## src/rtl/s100_pkg.sv

```systemverilog
// Shared types and constants for the S-100 bus-cycle master:
// FSM state encoding, status-bit encodings and default timing parameters.
package s100_pkg;

  typedef enum logic [2:0] {
    ST_IDLE,
    ST_SYNC,
    ST_STVAL,
    ST_STRB,
    ST_REC
  } state_t;

  localparam int DEF_WAIT_MIN = 0;
  localparam int DEF_TIMEOUT  = 255;

  // Status vector order is {sMEMR, sMWRT, sINP, sOUT}
  localparam logic [3:0] STAT_MEMR = 4'b1000;
  localparam logic [3:0] STAT_MWRT = 4'b0100;
  localparam logic [3:0] STAT_INP  = 4'b0010;
  localparam logic [3:0] STAT_OUT  = 4'b0001;

  function automatic logic [3:0] status_bits(input logic io, input logic write);
    case ({io, write})
      2'b00:   return STAT_MEMR;
      2'b01:   return STAT_MWRT;
      2'b10:   return STAT_INP;
      default: return STAT_OUT;
    endcase
  endfunction

endpackage

```

## src/rtl/s100_bus_cycle_if.sv

```systemverilog
// Request/response handshake between a local requester (master) and the
// S-100 bus-cycle engine (slave).
interface s100_bus_cycle_if;
  logic        req_valid;
  logic        req_ready;
  logic        req_write;
  logic        req_io;
  logic [19:0] req_addr;
  logic [7:0]  req_wdata;
  logic        rsp_valid;
  logic [7:0]  rsp_rdata;
  logic        rsp_err;

  modport master (
    output req_valid, req_write, req_io, req_addr, req_wdata,
    input  req_ready, rsp_valid, rsp_rdata, rsp_err
  );

  modport slave (
    input  req_valid, req_write, req_io, req_addr, req_wdata,
    output req_ready, rsp_valid, rsp_rdata, rsp_err
  );
endinterface

```

## src/rtl/s100_wait_timer.sv

```systemverilog
// Strobe-phase timer: enforces the minimum strobe length before RDY is honoured
// and flags a timeout once the strobe has lasted TIMEOUT cycles.
module s100_wait_timer
  import s100_pkg::*;
#(
  parameter int WAIT_MIN = DEF_WAIT_MIN,
  parameter int TIMEOUT  = DEF_TIMEOUT
) (
  input  logic pll0_2MHz,
  input  logic reset,
  input  logic strb,
  input  logic rdy,
  output logic done,
  output logic timed_out
);

  localparam logic [7:0] MIN_CNT  = 8'(WAIT_MIN);
  localparam logic [7:0] LAST_CNT = 8'(TIMEOUT - 1);

  // cnt_reg = strobe cycles already completed before the current one
  logic [7:0] cnt_reg;
  logic       min_done;
  logic       last_cycle;
  logic       ready_ok;

  always_ff @(posedge pll0_2MHz) begin
    if (reset || !strb)
      cnt_reg <= '0;
    else if (cnt_reg != 8'hFF)
      cnt_reg <= cnt_reg + 8'd1;
  end

  generate
    if (WAIT_MIN == 0) begin : g_no_min
      assign min_done = 1'b1;
    end else begin : g_min
      assign min_done = (cnt_reg >= MIN_CNT);
    end
    if (TIMEOUT <= 1) begin : g_to_first
      assign last_cycle = 1'b1;
    end else begin : g_to_count
      assign last_cycle = (cnt_reg >= LAST_CNT);
    end
  endgenerate

  assign ready_ok  = strb && min_done && rdy;
  assign timed_out = strb && !ready_ok && last_cycle;
  assign done      = ready_ok || timed_out;

endmodule

```

## src/rtl/s100_bus_cycle.sv

```systemverilog
// S-100 bus master: turns one accepted request into a SYNC/STVAL/strobe/recovery
// bus cycle and returns read data or a timeout flag.
module s100_bus_cycle
  import s100_pkg::*;
#(
  parameter int WAIT_MIN = DEF_WAIT_MIN,
  parameter int TIMEOUT  = DEF_TIMEOUT
) (
  input  logic               pll0_2MHz,
  input  logic               reset,
  s100_bus_cycle_if.slave    bus,
  input  logic               rdy,
  input  logic [7:0]         din,
  output logic [15:0]        S100adr0_15,
  output logic [3:0]         S100adr16_19,
  output logic [7:0]         dout,
  output logic               pSYNC,
  output logic               pSTVAL,
  output logic               pDBIN,
  output logic               n_pWR,
  output logic               sMEMR,
  output logic               sMWRT,
  output logic               sINP,
  output logic               sOUT,
  output logic               F_add_oe,
  output logic               F_bus_stat_oe,
  output logic               F_bus_ctl_oe
);

  state_t      state_reg, state_next;
  logic [19:0] addr_reg;
  logic [7:0]  dout_reg;
  logic        write_reg, io_reg;
  logic [7:0]  rdata_reg;
  logic        err_reg;
  logic        oe_reg;
  logic        accept, strb_done, timed_out;
  logic        ready_out, rsp_valid_out;
  logic [3:0]  status;

  assign accept = bus.req_valid && (state_reg == ST_IDLE);

  s100_wait_timer #(
    .WAIT_MIN (WAIT_MIN),
    .TIMEOUT  (TIMEOUT)
  ) u_timer (
    .pll0_2MHz (pll0_2MHz),
    .reset     (reset),
    .strb      (state_reg == ST_STRB),
    .rdy       (rdy),
    .done      (strb_done),
    .timed_out (timed_out)
  );

  always_ff @(posedge pll0_2MHz) begin
    if (reset)
      state_reg <= ST_IDLE;
    else
      state_reg <= state_next;
  end

  always_comb begin
    state_next = state_reg;
    case (state_reg)
      ST_IDLE:  if (accept) state_next = ST_SYNC;
      ST_SYNC:  state_next = ST_STVAL;
      ST_STVAL: state_next = ST_STRB;
      ST_STRB:  if (strb_done) state_next = ST_REC;
      ST_REC:   state_next = ST_IDLE;
      default:  state_next = ST_IDLE;
    endcase
  end

  always_comb begin
    ready_out     = 1'b0;
    rsp_valid_out = 1'b0;
    pSYNC         = 1'b0;
    pSTVAL        = 1'b1;
    pDBIN         = 1'b0;
    n_pWR         = 1'b1;
    status        = '0;
    case (state_reg)
      ST_IDLE:  ready_out = 1'b1;
      ST_SYNC: begin
        pSYNC  = 1'b1;
        status = status_bits(io_reg, write_reg);
      end
      ST_STVAL: begin
        pSYNC  = 1'b1;
        pSTVAL = 1'b0;
        status = status_bits(io_reg, write_reg);
      end
      ST_STRB: begin
        pDBIN  = !write_reg;
        n_pWR  = !write_reg;
        status = status_bits(io_reg, write_reg);
      end
      ST_REC: begin
        rsp_valid_out = 1'b1;
        status        = status_bits(io_reg, write_reg);
      end
      default: ;
    endcase
  end

  // Address and dout are latched at accept so they hold through IDLE afterwards
  always_ff @(posedge pll0_2MHz) begin
    if (reset) begin
      addr_reg  <= '0;
      dout_reg  <= '0;
      write_reg <= 1'b0;
      io_reg    <= 1'b0;
      rdata_reg <= '0;
      err_reg   <= 1'b0;
    end else begin
      if (accept) begin
        addr_reg  <= bus.req_addr;
        dout_reg  <= bus.req_write ? bus.req_wdata : 8'h00;
        write_reg <= bus.req_write;
        io_reg    <= bus.req_io;
      end
      if (state_reg == ST_STRB && strb_done) begin
        err_reg   <= timed_out;
        rdata_reg <= timed_out ? 8'hFF : (write_reg ? 8'h00 : din);
      end
    end
  end

  always_ff @(posedge pll0_2MHz) begin
    if (reset)
      oe_reg <= 1'b1;
    else
      oe_reg <= 1'b0;
  end

  assign S100adr0_15 = addr_reg[15:0];
  generate
    for (genvar gi = 0; gi < 4; gi++) begin : g_hi_addr
      assign S100adr16_19[gi] = addr_reg[19-gi];
    end
  endgenerate

  assign dout          = dout_reg;
  assign {sMEMR, sMWRT, sINP, sOUT} = status;
  assign F_add_oe      = oe_reg;
  assign F_bus_stat_oe = oe_reg;
  assign F_bus_ctl_oe  = oe_reg;

  assign bus.req_ready = ready_out;
  assign bus.rsp_valid = rsp_valid_out;
  assign bus.rsp_rdata = rdata_reg;
  assign bus.rsp_err   = err_reg;

endmodule

```

## src/flat_wrapper.sv

```systemverilog
// flat-port wrapper written by rule: the top's interface ports become plain ports
module s100_bus_cycle_flat import s100_pkg::*;
#(
  parameter int WAIT_MIN = DEF_WAIT_MIN,
  parameter int TIMEOUT  = DEF_TIMEOUT
)
  (pll0_2MHz, reset, rdy, din, S100adr0_15, S100adr16_19, dout, pSYNC, pSTVAL, pDBIN, n_pWR, sMEMR, sMWRT, sINP, sOUT, F_add_oe, F_bus_stat_oe, F_bus_ctl_oe, bus_req_valid, bus_req_write, bus_req_io, bus_req_addr, bus_req_wdata, bus_req_ready, bus_rsp_valid, bus_rsp_rdata, bus_rsp_err);
  s100_bus_cycle_if bus_i ();
  input  logic pll0_2MHz;
  input  logic reset;
  input  logic rdy;
  input  logic [7:0] din;
  output logic [15:0] S100adr0_15;
  output logic [3:0] S100adr16_19;
  output logic [7:0] dout;
  output logic pSYNC;
  output logic pSTVAL;
  output logic pDBIN;
  output logic n_pWR;
  output logic sMEMR;
  output logic sMWRT;
  output logic sINP;
  output logic sOUT;
  output logic F_add_oe;
  output logic F_bus_stat_oe;
  output logic F_bus_ctl_oe;
  input wire logic [$bits(bus_i.req_valid)-1:0] bus_req_valid;
  input wire logic [$bits(bus_i.req_write)-1:0] bus_req_write;
  input wire logic [$bits(bus_i.req_io)-1:0] bus_req_io;
  input wire logic [$bits(bus_i.req_addr)-1:0] bus_req_addr;
  input wire logic [$bits(bus_i.req_wdata)-1:0] bus_req_wdata;
  output wire logic [$bits(bus_i.req_ready)-1:0] bus_req_ready;
  output wire logic [$bits(bus_i.rsp_valid)-1:0] bus_rsp_valid;
  output wire logic [$bits(bus_i.rsp_rdata)-1:0] bus_rsp_rdata;
  output wire logic [$bits(bus_i.rsp_err)-1:0] bus_rsp_err;
  assign bus_i.req_valid = bus_req_valid;
  assign bus_i.req_write = bus_req_write;
  assign bus_i.req_io = bus_req_io;
  assign bus_i.req_addr = bus_req_addr;
  assign bus_i.req_wdata = bus_req_wdata;
  assign bus_req_ready = bus_i.req_ready;
  assign bus_rsp_valid = bus_i.rsp_valid;
  assign bus_rsp_rdata = bus_i.rsp_rdata;
  assign bus_rsp_err = bus_i.rsp_err;
  s100_bus_cycle #(.WAIT_MIN(WAIT_MIN), .TIMEOUT(TIMEOUT)) u_core (.pll0_2MHz(pll0_2MHz), .reset(reset), .bus(bus_i), .rdy(rdy), .din(din), .S100adr0_15(S100adr0_15), .S100adr16_19(S100adr16_19), .dout(dout), .pSYNC(pSYNC), .pSTVAL(pSTVAL), .pDBIN(pDBIN), .n_pWR(n_pWR), .sMEMR(sMEMR), .sMWRT(sMWRT), .sINP(sINP), .sOUT(sOUT), .F_add_oe(F_add_oe), .F_bus_stat_oe(F_bus_stat_oe), .F_bus_ctl_oe(F_bus_ctl_oe));
endmodule
```

## config.mk

```make
export PLATFORM = sky130hd
export DESIGN_NAME = s100_bus_cycle_flat
export DESIGN_NICKNAME = d
export VERILOG_FILES = /design/src/rtl/s100_pkg.sv /design/src/rtl/s100_bus_cycle_if.sv /design/src/rtl/s100_wait_timer.sv /design/src/rtl/s100_bus_cycle.sv /design/src/flat_wrapper.sv
export SDC_FILE = /design/constraint.sdc
export NUM_CORES = 1
export LEC_CHECK = 0
export ABC_CLOCK_PERIOD_IN_PS = 1950
export CORE_ASPECT_RATIO = 1.5
export CORE_MARGIN = 2
export CORE_UTILIZATION = 40
export DETAILED_ROUTE_END_ITERATION = 12
export PLACE_DENSITY = 0.78
export SYNTH_ARGS = -nofsm -noshare
export SYNTH_HDL_FRONTEND = slang
export SYNTH_HIERARCHICAL = 1
export SYNTH_SLANG_ARGS = --single-unit
```

## constraint.sdc

```tcl
create_clock -name pll0_2MHz -period 1.95 [get_ports pll0_2MHz]
set_input_delay 0.39 -clock pll0_2MHz [delete_from_list [all_inputs] [get_ports pll0_2MHz]]
set_output_delay 0.39 -clock pll0_2MHz [all_outputs]
set_load 0.05 [all_outputs]
```

# After elaboration in Yosys (flattened, before gate mapping)
# Index checks and enable logic that the tools add are counted.
# totals
out_inout_bits	50
register_bits	51
inputBits	42
wordCells	50
# op_classes
n_reduce_logical	15
order_cmp	1
muxes	15
n_eq_ne	9
n_addsub	1
# ops
cell	count
2-to-1 mux 8 bit	3
one-hot mux 3 bit (4 select lines)	1
one-hot mux 4 bit (3 select lines)	1
adder 8 x 1 -> 8 bit, second input constant	1
greater-or-equal comparator 8 bit, second input constant	1
inequality test 8 bit, second input constant	1
2-to-1 mux 1 bit	7
== test 3 x 2 -> 1 bit, second input constant	2
2-to-1 mux 3 bit	2
logical AND 1 bit	5
2-to-1 mux 4 bit	1
inequality test 2 x 1 -> 1 bit, second input constant	2
OR reduction 4 bit	1
== test 3 x 1 -> 1 bit, second input constant	1
== test 3 bit, second input constant	1
zero test 1 bit	3
zero test 3 bit	1
== test 2 x 1 -> 1 bit, second input constant	1
== test 2 bit, second input constant	1
zero test 2 bit	1
logical OR 1 bit	2
AND reduction 2 bit	1
OR reduction 2 bit	1

# Longest topological paths before layout
# Gate-level depths: netlist (run 1).
# depth
depth_word	8
ltp_mapped	10
depth_no_buf	8

# Cells and area by module
# Netlist (run 1), hierarchy kept.
# modules_own_cells
mod	seq_area_each_um2	instances	cells_per_inst	area_per_inst_um2
s100_bus_cycle	860.8	1	206	1684.1
s100_wait_timer	160.2	1	48	420.4

# Least setup slack after synthesis (run 1)
# No wires, ideal clock.
# synth_path
kind	register to output
from	reg u_core.state_reg[1]
to	out sINP
path_stages_with_launch	5
n_path_buf	1
arrival_time_ps	1776
required_time_ps	1560
setup_slack_ps	-216
path_cell_list	dfxtp_1 buf_4 nor2_1 xor2_1 nor3_1
# synth_via
elab_chain_len	3
elab_cells_between_ends	6
cone_classes	4 x eq/ne; 1 x mux; 1 x reduce/logical
# synth_rtl
element	line	rtl
start: declaration	s100_bus_cycle.sv:30	state_t state_reg, state_next;
start signal: assignment	s100_bus_cycle.sv:59	state_reg <= state_next;
== test 3 x 2 -> 1 bit, or another cell as far along	s100_bus_cycle.sv:82	case (state_reg)
OR reduction 4 bit (no source line) (*)	-	
2-to-1 mux 4 bit (*)	-	
end: declaration	flat_wrapper.sv:22	output logic sINP;
# Every way passes the cells marked *; elsewhere a longest branch is shown, timed or not.

# Worst setup path in the final report (run 1)
# layout_path
from	reg u_core.state_reg[0]
to	out sINP
# Same word-level chain as after synthesis.

==> results of run 1 <==
## area by class of cell
type	instances	area (um^2)	area share, %
tap	68	85.08	2.602
timing repair buffer	101	1086	33.22
clock buffer	8	100.1	3.062
multi-input combinational	175	954.7	29.20
inverter	6	22.52	0.6889
sequential	51	1021	31.23
## worst max-delay path, cell delays in order (launching register included)
cell and delay (ps):
dfxtp_1 350, nor2_1 260, xor2_2 170, nor3_1 300, buf_12 190
## power groups by stage
stage          logic, mW  registers, mW  clock network, mW
5_1_grt            0.677           1.12              0.708
3_3_place_gp       0.635           1.14                  0
2_1_floorplan      0.245           1.27                  0
6_report           0.641           1.12              0.639
4_1_cts            0.644           1.12              0.668
3_5_place_dp       0.641           1.14                  0
## routing by layer
| metal | global-route usage [%] | vias up | share of wire (%) |
|---|---|---|---|
| met5 | 0 | - | 0 |
| met4 | 6.159 | 0 | 1.2 |
| met1 | 20.38 | 923 | 38 |
| met2 | 33.33 | 53 | 55 |
| li1 | - | 1031 | - |
| met3 | 4.374 | 4 | 5.6 |
## path summary, 6_finish.rpt
| kind | depth (start not counted) | endpoint | start |
|---|---|---|---|
| max | 4 | sINP | u_core/state_reg[0] |
| min | 2 | u_core/addr_reg[18] | u_core/addr_reg[18] |
| max reg2reg | 8 | u_core/bus.rsp_rdata[7] | u_core/u_timer/cnt_reg[1] |
| min reg2reg | 2 | u_core/addr_reg[18] | u_core/addr_reg[18] |
## cells in the mapped netlist (all sizes together) (2+ instances only)
cell type | count | area (um^2)
nand2 | 55 | 209.0
dfxtp | 51 | 1021
a21oi | 42 | 210.2
nor2 | 16 | 60.06
buf | 15 | 111.4
nand3 | 11 | 55.05
nor3 | 10 | 50.05
a211oi | 8 | 60.06
clkbuf | 7 | 26.28
inv | 5 | 18.77
a31oi | 3 | 18.77
o21ai | 3 | 15.01
xnor2 | 3 | 26.28
ha | 2 | 25.02
nand4 | 2 | 18.77
nor4 | 2 | 12.51
nor4b | 2 | 23.77
## placed cells by master (no fill, tap or decap), types with 2 or more instances in the layout
cell / instances
ha_1: 2
xnor2_1: 3
nor4_1: 2
buf_12: 10
buf_4: 10
clkdlybuf4s50_1: 81
a31oi_1: 3
inv_1: 5
a21oi_1: 42
nand3_1: 11
nand2_1: 54
clkbuf_8: 7
nor3_2: 3
nor2_1: 16
o21ai_0: 3
a211oi_1: 8
nor3_1: 7
dfxtp_1: 51
## logic make-up after synthesis
group / Yosys count / synth area share, %
compound gates: 60 / 16.29
buf+inv: 28 / 7.610
mux: 1 / 0.4756
flops: 51 / 48.51
fa+ha+maj: 2 / 1.189
simple gates: 108 / 24.26
xor+xnor: 4 / 1.665
## what timing repair did
item	CTS	global route
endpoints found under the hold margin	0	0
pin swaps	0	0
gates resized for setup	1	2
endpoints found under the setup margin	1	4
## per-stage QoR
step / hold WS, ps / utilization [%]
finish: 456.8 / 63.79
global route: 473.2 / 63.79
CTS: 457.5 / 63.55
detailed placement: 445.7 / 61.50
global placement: 441.3 / 61.50
floorplan: 417.7 / -
==> summary.txt, run 1 <==
STA
  – Hold Fails Final Rpt: 0
  – Fin crit period: 1946 ps
  – Fin worst setup slack: 3.770 ps
  – Fin Setup TNS: 0 ps
  – Worst-Margin Slew: 514.3 ps
  – Fin crit share: 99.81%
  – Final setup vio count: 0
  – Pins Over Slew Limit: 0
  – Slew HR: 65.60%
  – RSZ-0062 raised after global routing: yes
  – Highest Clock Rate: 513.8 MHz
  – Clock Skews: 6.058 ps

Power
  – Net Sw Frac: 29.86%
  – VDD IR-drop max: 0.0005196 V
  – Power Total: 2.397 mW
  – Clock power share: 26.7%
  – Internal power: 1.682 mW
  – Static leakage: 1.154 nW
  – P_sw: 0.7158 mW
  – Power per cell area: 733.2 mW/mm^2
  – Comb pwr share: 26.8%
  – Seq pwr share: 46.6%

Clocking
  – Post-CTS Setup Bufs: 0
  – CTS root buffer: clkbuf_8
  – CTS tree: done
  – Later-pin clock latency in the skew report: 290 ps
  – CTS max path bufs: 2
  – Clock Pin Slew Worst Setup and Hold Paths: 90 ps
  – Num CTS Buffers: 5
  – CTS sink count: 51
  – H-tree Lvls: 2
  – CTS Hold Bufs: 0

Floorplanning
  – Height of the die: 92.84 um
  – Die footprint: 0.005869 mm^2
  – Total I/O pin count: 92
  – CORE AREA: 0.005125 mm^2
  – Cell Rows: 32
  – Horiz. Die Dim: 63.23 um
  – Starting Density: 41.06%

Hold path
  – Hold Path Class: reg2reg

Setup path
  – Worst Setup End Kind: output pin
  – Data arrival, critical path: 1560 ps
  – Register-to-register path setup slack: 190 ps
  – Critical Path Source Type: register
  – Setup CP Type: reg2out
  – Worst Path Max Fanout: 4
  – CP required: 1560 ps

Placement
  – IO buf count: 91
  – DP Worst Slack: 73.73 ps
  – Placed cells: 401
  – Post-DP HPWL: 3935 um
  – Final RePlAce weighted congestion: 0.7419
  – Placed inst area: 0.003152 mm^2

Layout
  – Max reg flops: 20
  – Layout area overhead: 55.35%
  – Diode count: 0
  – Design Area, Final: 0.003269 mm^2
  – Non-Filler Instances: 409
  – Share of post-route cells with drive strength above 1: 11.14%
  – Fillers: 457
  – Final nets: 384

Synth
  – EDFF count, synth: 0
  – Synth Net Count: 298
  – Share of the yosys chip area belonging to registers: 48.51%
  – Post-synth top flop: dfxtp_1
  – Cells after Synth: 254
  – Post-synth cell types: 40
  – Syn Area/Cell: 8.286 um^2
  – #FFs+latches synth: 51
  – Fraction of registers with async set/reset: 0%
  – Syn. warnings: 6
  – Mapped cell area: 0.002105 mm^2

Route
  – DRT Pass-1 Iters: 4
  – Routed Wire Length: 5265 um
  – Drt initial violations: 109
  – # DRC: 0
  – DRT antenna net count: 0
  – Routed vias/inst: 4.917
  – Post-DR wirelength/cell: 12.87 um
  – Via Count: 2011

Status
  – Run status: finished, final reports clean

Run
  – Max-cap viol count: 0

Global route
  – Largest net degree at the start of global routing: 31
  – Remaining Overflow, GRT: 0
  – Tot GR Track Use: 18.21%
  – First-pass GRT wire length: 8638 um
  – Antenna violations before repair: 0
  – Number of global-route vias before repair: 1905
Power figures use the tool's default switching activity.
==> run 2: changes to the inputs <==
- CELL_PAD_IN_SITES_DETAIL_PLACEMENT: not set -> 0
- CELL_PAD_IN_SITES_GLOBAL_PLACEMENT: not set -> 2
- CORE_UTILIZATION: 40 -> 23
- CTS_CLUSTER_DIAMETER: not set -> 30
- PLACE_DENSITY: 0.78 -> 0.81
==> summary.txt, run 2 (synthesized netlist as in run 1, its figures left out) <==
Power
  – Comb pwr share: 24.3% (-2.5 points)
  – Power per cell area: 777.4 mW/mm^2 (+6.0%)
  – Internal power: 1.825 mW (+8.5%)
  – VDD IR-drop max: 0.0003866 V (-26%)
  – Static leakage: 1.164 nW (+0.87%)
  – Net Sw Frac: 29.73% (-0.13 points)
  – P_sw: 0.7721 mW (+7.9%)
  – Clock power share: 32.7% (+6.0 points)
  – Seq pwr share: 43.1% (-3.5 points)

Setup path
  – CP required: 1560 ps (about the same)
  – Setup CP Type: reg2out
  – Worst Setup End Kind: output pin
  – Critical Path Source Type: register
  – Worst Path Max Fanout: 7 (+3)
  – Data arrival, critical path: 1480 ps (-80 ps)
  – Register-to-register path setup slack: 240 ps (+50 ps)

Layout
  – Commonest non-fill, non-tap cells in the layout: 80 x clkdlybuf4s50_1, 54 x nand2_1, 49 x dfxtp_1
  – Non-Filler Instances: 451 (+10%)
  – Diode count: 0 (unchanged)
  – Share of post-route cells with drive strength above 1: 11.73% (+0.59 points)
  – Max reg flops: 20 (unchanged)
  – Design Area, Final: 0.003341 mm^2 (+2.2%)
  – Final nets: 384 (unchanged)
  – Layout area overhead: 58.74%
  – Most common cell after layout, fill and taps aside: clkdlybuf4s50_1

Floorplanning
  – Height of the die: 121.2 um (+31%)
  – Starting Density: 23.70% (-17 points)
  – Die footprint: 0.009947 mm^2 (+69%)
  – CORE AREA: 0.008881 mm^2 (+73%)
  – Horiz. Die Dim: 82.10 um (+30%)
  – Cell Rows: 42 (+31%)
  – Total I/O pin count: 92 (unchanged)

Global route
  – Antenna violations before repair: 0 (unchanged)
  – Remaining Overflow, GRT: 0 (unchanged)
  – First-pass GRT wire length: 9094 um (+5.3%)
  – Largest net degree at the start of global routing: 31 (unchanged)
  – Number of global-route vias before repair: 1940 (+1.8%)
  – Tot GR Track Use: 11.67% (-6.5 points)

Clocking
  – Later-pin clock latency in the skew report: 290 ps (about the same)
  – CTS max path bufs: 2 (unchanged)
  – Post-CTS Setup Bufs: 0 (unchanged)
  – CTS sink count: 51 (unchanged)
  – CTS root buffer: clkbuf_16
  – H-tree Lvls: 2 (unchanged)
  – Clock Pin Slew Worst Setup and Hold Paths: 60 ps (-30 ps)
  – CTS tree: done
  – CTS Hold Bufs: 0 (unchanged)
  – Num CTS Buffers: 5 (unchanged)

Route
  – Routed Wire Length: 5629 um (+6.9%)
  – Post-DR wirelength/cell: 12.48 um (-3.0%)
  – Via Count: 2000 (-0.55%)
  – DRT antenna net count: 0 (unchanged)
  – # DRC: 0 (unchanged)
  – Drt initial violations: 80 (-27%)
  – Routed vias/inst: 4.435 (-9.8%)
  – DRT Pass-1 Iters: 4 (unchanged)

Placement
  – Placed cells: 443 (+10%)
  – Final RePlAce weighted congestion: 0.7387 (-0.43%)
  – Post-DP HPWL: 4059 um (+3.2%)
  – IO buf count: 91 (unchanged)
  – Placed inst area: 0.003187 mm^2 (+1.1%)

Status
  – Run status: finished, final reports clean

Run
  – Max-cap viol count: 0 (unchanged)

STA
  – Highest Clock Rate: 533.7 MHz (+3.9%)
  – Fin crit period: 1874 ps (-72.55 ps)
  – Worst-Margin Slew: 518.0 ps (+3.639 ps)
  – Hold Fails Final Rpt: 0 (unchanged)
  – Slew HR: 65.36% (-0.24 points)
  – Fin crit share: 96.09% (-3.7 points)
  – Pins Over Slew Limit: 0 (unchanged)
  – RSZ-0062 raised after global routing: no
  – Final worst hold slack: 387.7 ps (-69.18 ps)
  – Clock Skews: 6.969 ps (+0.9107 ps)
  – Final setup vio count: 0 (unchanged)

Hold path
  – Hold Path Class: in2reg
## run 2: changes by cell type in the layout (fill, tap and decap cells not counted), moves of 2 or more
| cell | change |
|---|---|
| dfxtp_1 | -2 |
| dfxtp_2 | +2 |
| nor3_1 | +2 |
| clkbuf_8 | -7 |
| clkbuf_16 | +5 |
| nor3_2 | -2 |
## run 2: cell type report
type	count	area, um^2
Sequential cell	51	1023
Clock buffer	6	128.9
Multi-Input combinational cell	175	947.2
Clock inverter	2	12.51
Inverter	6	22.52
Fill cell	904	5540
Timing Repair Buffer	101	1069
Tap cell	110	137.6
## run 2: what timing repair did
| action | CTS | global route |
|---|---|---|
| setup endpoints to repair | 4 | 5 |
| gates resized for setup | 1 | 3 |
| endpoints found under the hold margin | 0 | 0 |
## run 2: stage by stage
stage | setup TNS [ps] | setup slack, ps | utilization [%] | total power [mW]
2_1_floorplan | -864.1 | -216.0 | - | 1.512
3_3_place_gp | 0 | 57.06 | 35.88 | 1.774
3_5_place_dp | 0 | 67.17 | 35.88 | 1.777
4_1_cts | 0 | 10.09 | 37.49 | 2.638
5_1_grt | 0 | 31.58 | 37.62 | 2.717
6_report | 0 | 76.32 | 37.62 | 2.597
## run 2: critical path, cell delays in order (launching register included)
cell and delay, ps:
dfxtp_2 380, buf_4 170, or3b_2 450, buf_4 200
## run 2: layer usage
| metal | track usage, % | share of wire (%) |
|---|---|---|
| met5 | 0 | 0 |
| met3 | 2.232 | 4.4 |
| met4 | 3.750 | 1.1 |
| met2 | 20.63 | 53 |
| met1 | 13.83 | 42 |
## run 2: power groups by stage
stage,clock [mW],combinational (mW),sequential (mW)
2_1_floorplan,0,0.245,1.27
6_report,0.848,0.630,1.12
3_5_place_dp,0,0.635,1.14
5_1_grt,0.921,0.671,1.13
4_1_cts,0.883,0.637,1.12
3_3_place_gp,0,0.632,1.14
## run 2: worst paths after layout
kind	from	to	cells after the start
worst max-delay path	u_core/state_reg[1]	pSTVAL	3
worst min-delay path	reset	u_core/F_add_oe	1
worst max register to register	u_core/u_timer/cnt_reg[1]	u_core/bus.rsp_err	8
worst min register to register	u_core/addr_reg[1]	u_core/addr_reg[1]	2
==> patch 1 (settings of run 2) <==
The 5 states of `state_t` get a one-hot encoding in 5 bits.
--- a/src/rtl/s100_pkg.sv
+++ b/src/rtl/s100_pkg.sv
@@ -2,12 +2,12 @@
 // FSM state encoding, status-bit encodings and default timing parameters.
 package s100_pkg;
 
-  typedef enum logic [2:0] {
-    ST_IDLE,
-    ST_SYNC,
-    ST_STVAL,
-    ST_STRB,
-    ST_REC
+  typedef enum logic [4:0] {
+    ST_IDLE  = 5'b00001,
+    ST_SYNC  = 5'b00010,
+    ST_STVAL = 5'b00100,
+    ST_STRB  = 5'b01000,
+    ST_REC   = 5'b10000
   } state_t;
 
   localparam int DEF_WAIT_MIN = 0;
Behaviour: no difference found for any inputs over 10 cycles, from zero or initial values and one cycle with reset high; not proved beyond that.
==> patch 1 against run 2 <==
  * Register-to-register slack worse by 0.16 ns
  * Count of clock-buffer cells in the layout fell by 1
  * Sequential cell count grew 2
  * Global-route usage up 0.49 points
  * Wire length grew 24%
  * Core utilization grew 0.37 points
  * Combinational power grew 7.8%
  * Worst hold slack worse by 0.020 ns
  * Total power increased by 4.8%
  * Fmax is 3.3% lower
  * Synthesized cell count up 11%
  * Synthesized area grew 20%
  * Worst setup slack got worse by 0.064 ns
  * Cell area increased by 21%
==> patch 1: results (changes against run 2) <==
Outcome
  • Run status: complete, no violations

Logic synthesis
  • Multiplexer share of the synthesized area: 0.0875 (+0.0828)
  • Post-Synth Adder-Cell Area: 0.00995 (-0.00195)
  • Commonest cells post-synth: 55 x nand2b_1, 53 x dfxtp_1, 23 x a21oi_1, 22 x mux2i_1, 13 x clkbuf_1
  • Net Count, Synth: 327 (+9.7%)
  • Synth Area in Compound Gates: 0.135 (-0.0276)
  • Largest cells by area after synthesis: dfxtp_1 42%, nand2b_1 14%, mux2i_1 8.8%
  • Post-synthesis sequential area ratio: 0.422 (-0.0635)

STA
  • Clock skew: 0.00301 ns (-0.00396 ns)
  • Ratio of final minimum period to clock period: 0.994 (+0.0327)
  • Setup TNS: 0 ns (unchanged)
  • Slew Limit Headroom: 0.649 (-0.00489)
  • Hold slack: 0.368 ns (-0.0197 ns)

Finish
  • Clock network area share: 0.0353 (-0.00706)
  • Share of layout cells above drive strength 1: 0.194 (+0.0764)
  • Buffers, non-clock: 116 (+15%)
  • Area of the multi-input gates: 1420 um2 (+50%)
  • Sequential share of cell area: 0.266 (-0.0407)
  • # diodes: 0 (unchanged)
  • Inverter count: 7 (+1)
  • #MultiIn Comb: 198 (+13%)
  • Non-clk buf share: 0.297 (-0.0232)
  • FF+latch area: 1070 um2 (+5.0%)
  • Nets@finish: 425 (+11%)
  • FILL cells: 1073 (+19%)
  • Post-Layout Cell Count: 526 (+17%)

Hold path
  • End of the worst hold path: u_core/F_add_oe

Place
  • Post-Place Worst Slack: 0.0125 ns (-0.0547 ns)
  • Placer's final routability congestion estimate: 0.765 (+3.5%)
  • Post-DP HPWL: 5.02 mm (+24%)
  • Cells after DPL: 510 (+15%)
  • Number of port buffers: 91 (unchanged)

Drt
  • Drt total wl: 6.96 mm (+24%)
  • First-iteration detailed-routing DRC count: 32 (-60%)
  • Number of vias per cell: 4.45 (+0.36%)

Setup path
  • CP max stage delay: 0.40 ns (-0.05 ns)
  • CP Data Arrival Time: 1.55 ns (+0.07 ns)
  • Path depth of the worst reg2reg path: 6 (-2)
  • Critical path's top delay family: flip-flops
  • Worst Setup SP: u_core/state_reg[2]
  • R2r endpoint: u_core/bus.rsp_rdata[7]
  • RR Startpoint: u_core/state_reg[1]
  • Reg2Reg Setup Slack: 0.08 ns (-0.16 ns)
  • Slowest CP cell: dfxtp_4
  • Crit-path max FO: 6 (-1)

Pwr
  • Cell-internal power: 1.91 mW (+4.7%)
  • Pleak: 1.42 nW (+22%)

Die
  • Core Area: 10600 um2 (+20%)

Clock network
  • Clock Sinks: 53 (+3.9%)
  • Clock Path Buffers: 2 (unchanged)

GRT
  • Global-route wire length before repair: 11.5 mm (+26%)
  • Total GRT Usage: 0.122 (+0.00486)
  • Vias in the first global route: 2353 (+21%)
  • Largest net degree at the start of global routing: 37 (+19%)
## patch 1: changes by cell type in the layout (fill, tap and decap cells not counted), moves of 7 or more
cell      change
nand2b_1     +54
nand2_1      -43
a21oi_1      -21
mux2i_1      +21
nor2_1       -12
buf_4        +10
o21ai_1       +8
or4_1         +8
nand3_1       -7
## patch 1: metal layers
layer / part of all wire / track usage
met1: 0.40 / 0.138
met2: 0.53 / 0.212
met3: 0.049 / 0.0301
met4: 0.026 / 0.0464
met5: 0 / 0
## patch 1: power groups by stage
stage / clock, mW / sequential, mW / combinational [mW]
2_1_floorplan: 0 / 1.34 / 0.230
3_3_place_gp: 0 / 1.19 / 0.647
3_5_place_dp: 0 / 1.19 / 0.651
4_1_cts: 0.924 / 1.17 / 0.683
5_1_grt: 0.958 / 1.17 / 0.724
6_report: 0.874 / 1.17 / 0.679
==> patch 2 (flow settings as in run 2) <==
Made on the original files. `DEF_TIMEOUT`: 255 -> 128.
--- a/src/rtl/s100_pkg.sv
+++ b/src/rtl/s100_pkg.sv
@@ -11,7 +11,7 @@
   } state_t;
 
   localparam int DEF_WAIT_MIN = 0;
-  localparam int DEF_TIMEOUT  = 255;
+  localparam int DEF_TIMEOUT  = 128;
 
   // Status vector order is {sMEMR, sMWRT, sINP, sOUT}
   localparam logic [3:0] STAT_MEMR = 4'b1000;
Function: no difference found for any inputs over 10 cycles, from zero or initial values and one cycle with reset high; that may be too few to reach the edited logic, so the function may still have changed.
==> patch 2 against run 2 <==
  * Sequential share of layout area fell by 1.3 points
  * Worst setup slack better by 0.0046 ns
  * Total power rose by 10%
  * Sequential cell count unchanged
  * Wire length up 1.1%
  * Global-route usage grew 0.10 points
  * Cell area up 4.3%
  * Sequential power barely moved
  * Synthesized area down 0.36%
  * Clock power is 32% higher
==> patch 2: results (changes against run 2) <==
Outcome
  • Run status: complete, no violations

STA
  • Clock skew: 0.00274 ns (-0.00423 ns)
  • Hold slack: 0.459 ns (+0.0716 ns)
  • Worst Max-Slew Pin Slew: 0.520 ns (+0.00200 ns)

Place
  • Post-Place Worst Slack: 0.0701 ns (+0.00290 ns)
  • Number of port buffers: 91 (unchanged)
  • Cells after DPL: 455 (+2.7%)
  • Placer's final routability congestion estimate: 0.804 (+8.9%)
  • Post-DP HPWL: 4.23 mm (+4.2%)
  • DP Area: 3270 um2 (+2.5%)

Clock network
  • CTS clk-pin slew, worst paths: 0.07 ns
  • CTS buffer count: 5 (unchanged)
  • Clk_lat worst skew: 0.29 ns (about the same)
  • CTS root buffer: clkbuf_16
  • CTS H-tree lvls: 2 (unchanged)
  • Post-CTS Resized: 0 (-1)
  • Post-CTS Setup Inserts: 0 (unchanged)
  • Clock Path Buffers: 2 (unchanged)

Finish
  • FILL cells: 918 (+1.5%)
  • Area of the multi-input gates: 976 um2 (+3.0%)
  • Share of layout cells above drive strength 1: 0.150 (+0.0328)
  • Max reg flops: 20 (unchanged)
  • # diodes: 0 (unchanged)
  • Nets@finish: 395 (+2.9%)

Logic synthesis
  • Net Count, Synth: 298 (unchanged)
  • Ys async rst share: 0 (unchanged)
  • Largest cells by area after synthesis: dfxtp_1 49%, nand2_1 10%, a21oi_1 9.8%
  • Synthesized netlist cell count: 255 (+0.39%)
  • Post-synthesis sequential area ratio: 0.487 (+0.00174)
  • Syn. warnings: 6 (unchanged)
  • Commonest cells post-synth: 58 x nand2_1, 51 x dfxtp_1, 41 x a21oi_1, 16 x nor2_1
  • Top-count cell post-synth: nand2_1
  • Synth Flop Type: dfxtp_1
  • Post-synth cell types: 38 (-5.0%)

Pwr
  • Peak VDD IR: 327 uV (-15%)
  • Pleak: 1.24 nW (+6.7%)

Drt
  • DR pass1 iterations: 4 (unchanged)
  • Number of vias per cell: 4.45 (+0.38%)
  • First-iteration detailed-routing DRC count: 77 (-3.8%)
  • Vias: 2061 (+3.1%)
  • Wire per inst: 12.3 um (-1.5%)

Hold path
  • Hold Path Class: register to register
  • WHS Path Cells: 2 (+1)
  • Min-delay src: u_core/dout[6]
  • End of the worst hold path: u_core/dout[6]

Setup path
  • Crit-path max FO: 8 (+1)
  • CP Data Arrival Time: 1.48 ns (about the same)
  • R2r endpoint: u_core/bus.rsp_err
  • Slowest CP cell: or3b_2
  • RR Startpoint: u_core/u_timer/cnt_reg[0]
  • Path depth of the worst reg2reg path: 8 (unchanged)
  • CP max stage delay: 0.43 ns (-0.02 ns)
  • Reg2Reg Setup Slack: about 0.23 ns

GRT
  • Largest net degree at the start of global routing: 31 (unchanged)
  • Global-route wire length before repair: 9.05 mm (-0.46%)
  • Grt ovf: 0 (unchanged)
  • Initial antenna violation count: 0 (unchanged)
  • Total GRT Usage: 0.118 (+0.000999)
  • Vias in the first global route: 1981 (+2.1%)
==> patch 2: cell types whose count changed after synthesis, moves of 2 or more <==
cell / change
inv_1: -2
nand2_1: +4
xnor2_1: -2
a211oi_1: +3
==> patch 2: cells by family (layout without fill, tap and decap cells) <==
logic type | Yosys count | count (layout) | share of synthesized area
flops | 51 | 51 | 0.487
compound gates | 64 | 64 | 0.176
xor+xnor | 2 | 2 | 0.00835
simple gates | 112 | 112 | 0.249
mux | 1 | 1 | 0.00477
buf+inv | 24 | 122 | 0.0686
fa+ha+maj | 1 | 1 | 0.00597
==> patch 2: worst max-delay path by stage <==
stage,startpoint,endpoint,slack [ns],cells after the start
after floorplan,u_core/state_reg[1],sINP,-0.22,4
after global placement,bus_req_valid,u_core/addr_reg[0],0.05,4
after detailed placement,bus_req_valid,u_core/addr_reg[4],0.07,4
after CTS,u_core/state_reg[2],pSTVAL,0.009,3
after global routing,u_core/state_reg[1],n_pWR,0.02,5
final,u_core/state_reg[2],pSTVAL,0.08,3
==> patch 2: final cells by class <==
type | instances | area share
clock buffer | 6 | 0.0370
clock inverter | 2 | 0.0172
inverter | 4 | 0.00431
multi-input combinational | 180 | 0.280
sequential | 51 | 0.293
tap | 110 | 0.0395
timing repair buffer | 110 | 0.329
==> patch 2: power breakdown <==
part	switching [mW]	internal, mW	leakage [nW]
registers	0.0317	1.09	0.416
logic	0.368	0.266	0.735
clock network	0.380	0.736	0.0911
total	0.780	2.09	1.24
==> patch 2: metal layers <==
| layer | share of wire | vias to the layer above | global-route usage |
|---|---|---|---|
| li1 | - | 1067 | - |
| met5 | 0 | - | 0 |
| met4 | 0.020 | 0 | 0.0542 |
| met1 | 0.40 | 930 | 0.128 |
| met2 | 0.52 | 55 | 0.211 |
| met3 | 0.056 | 9 | 0.0253 |
==> patch 2: critical path: cells and delay by family (launching register included) <==
family	cells	cell delay [ns]
AND/OR/NAND/NOR	1	0.43
flip-flops	1	0.39
buffers and inverters	2	0.37
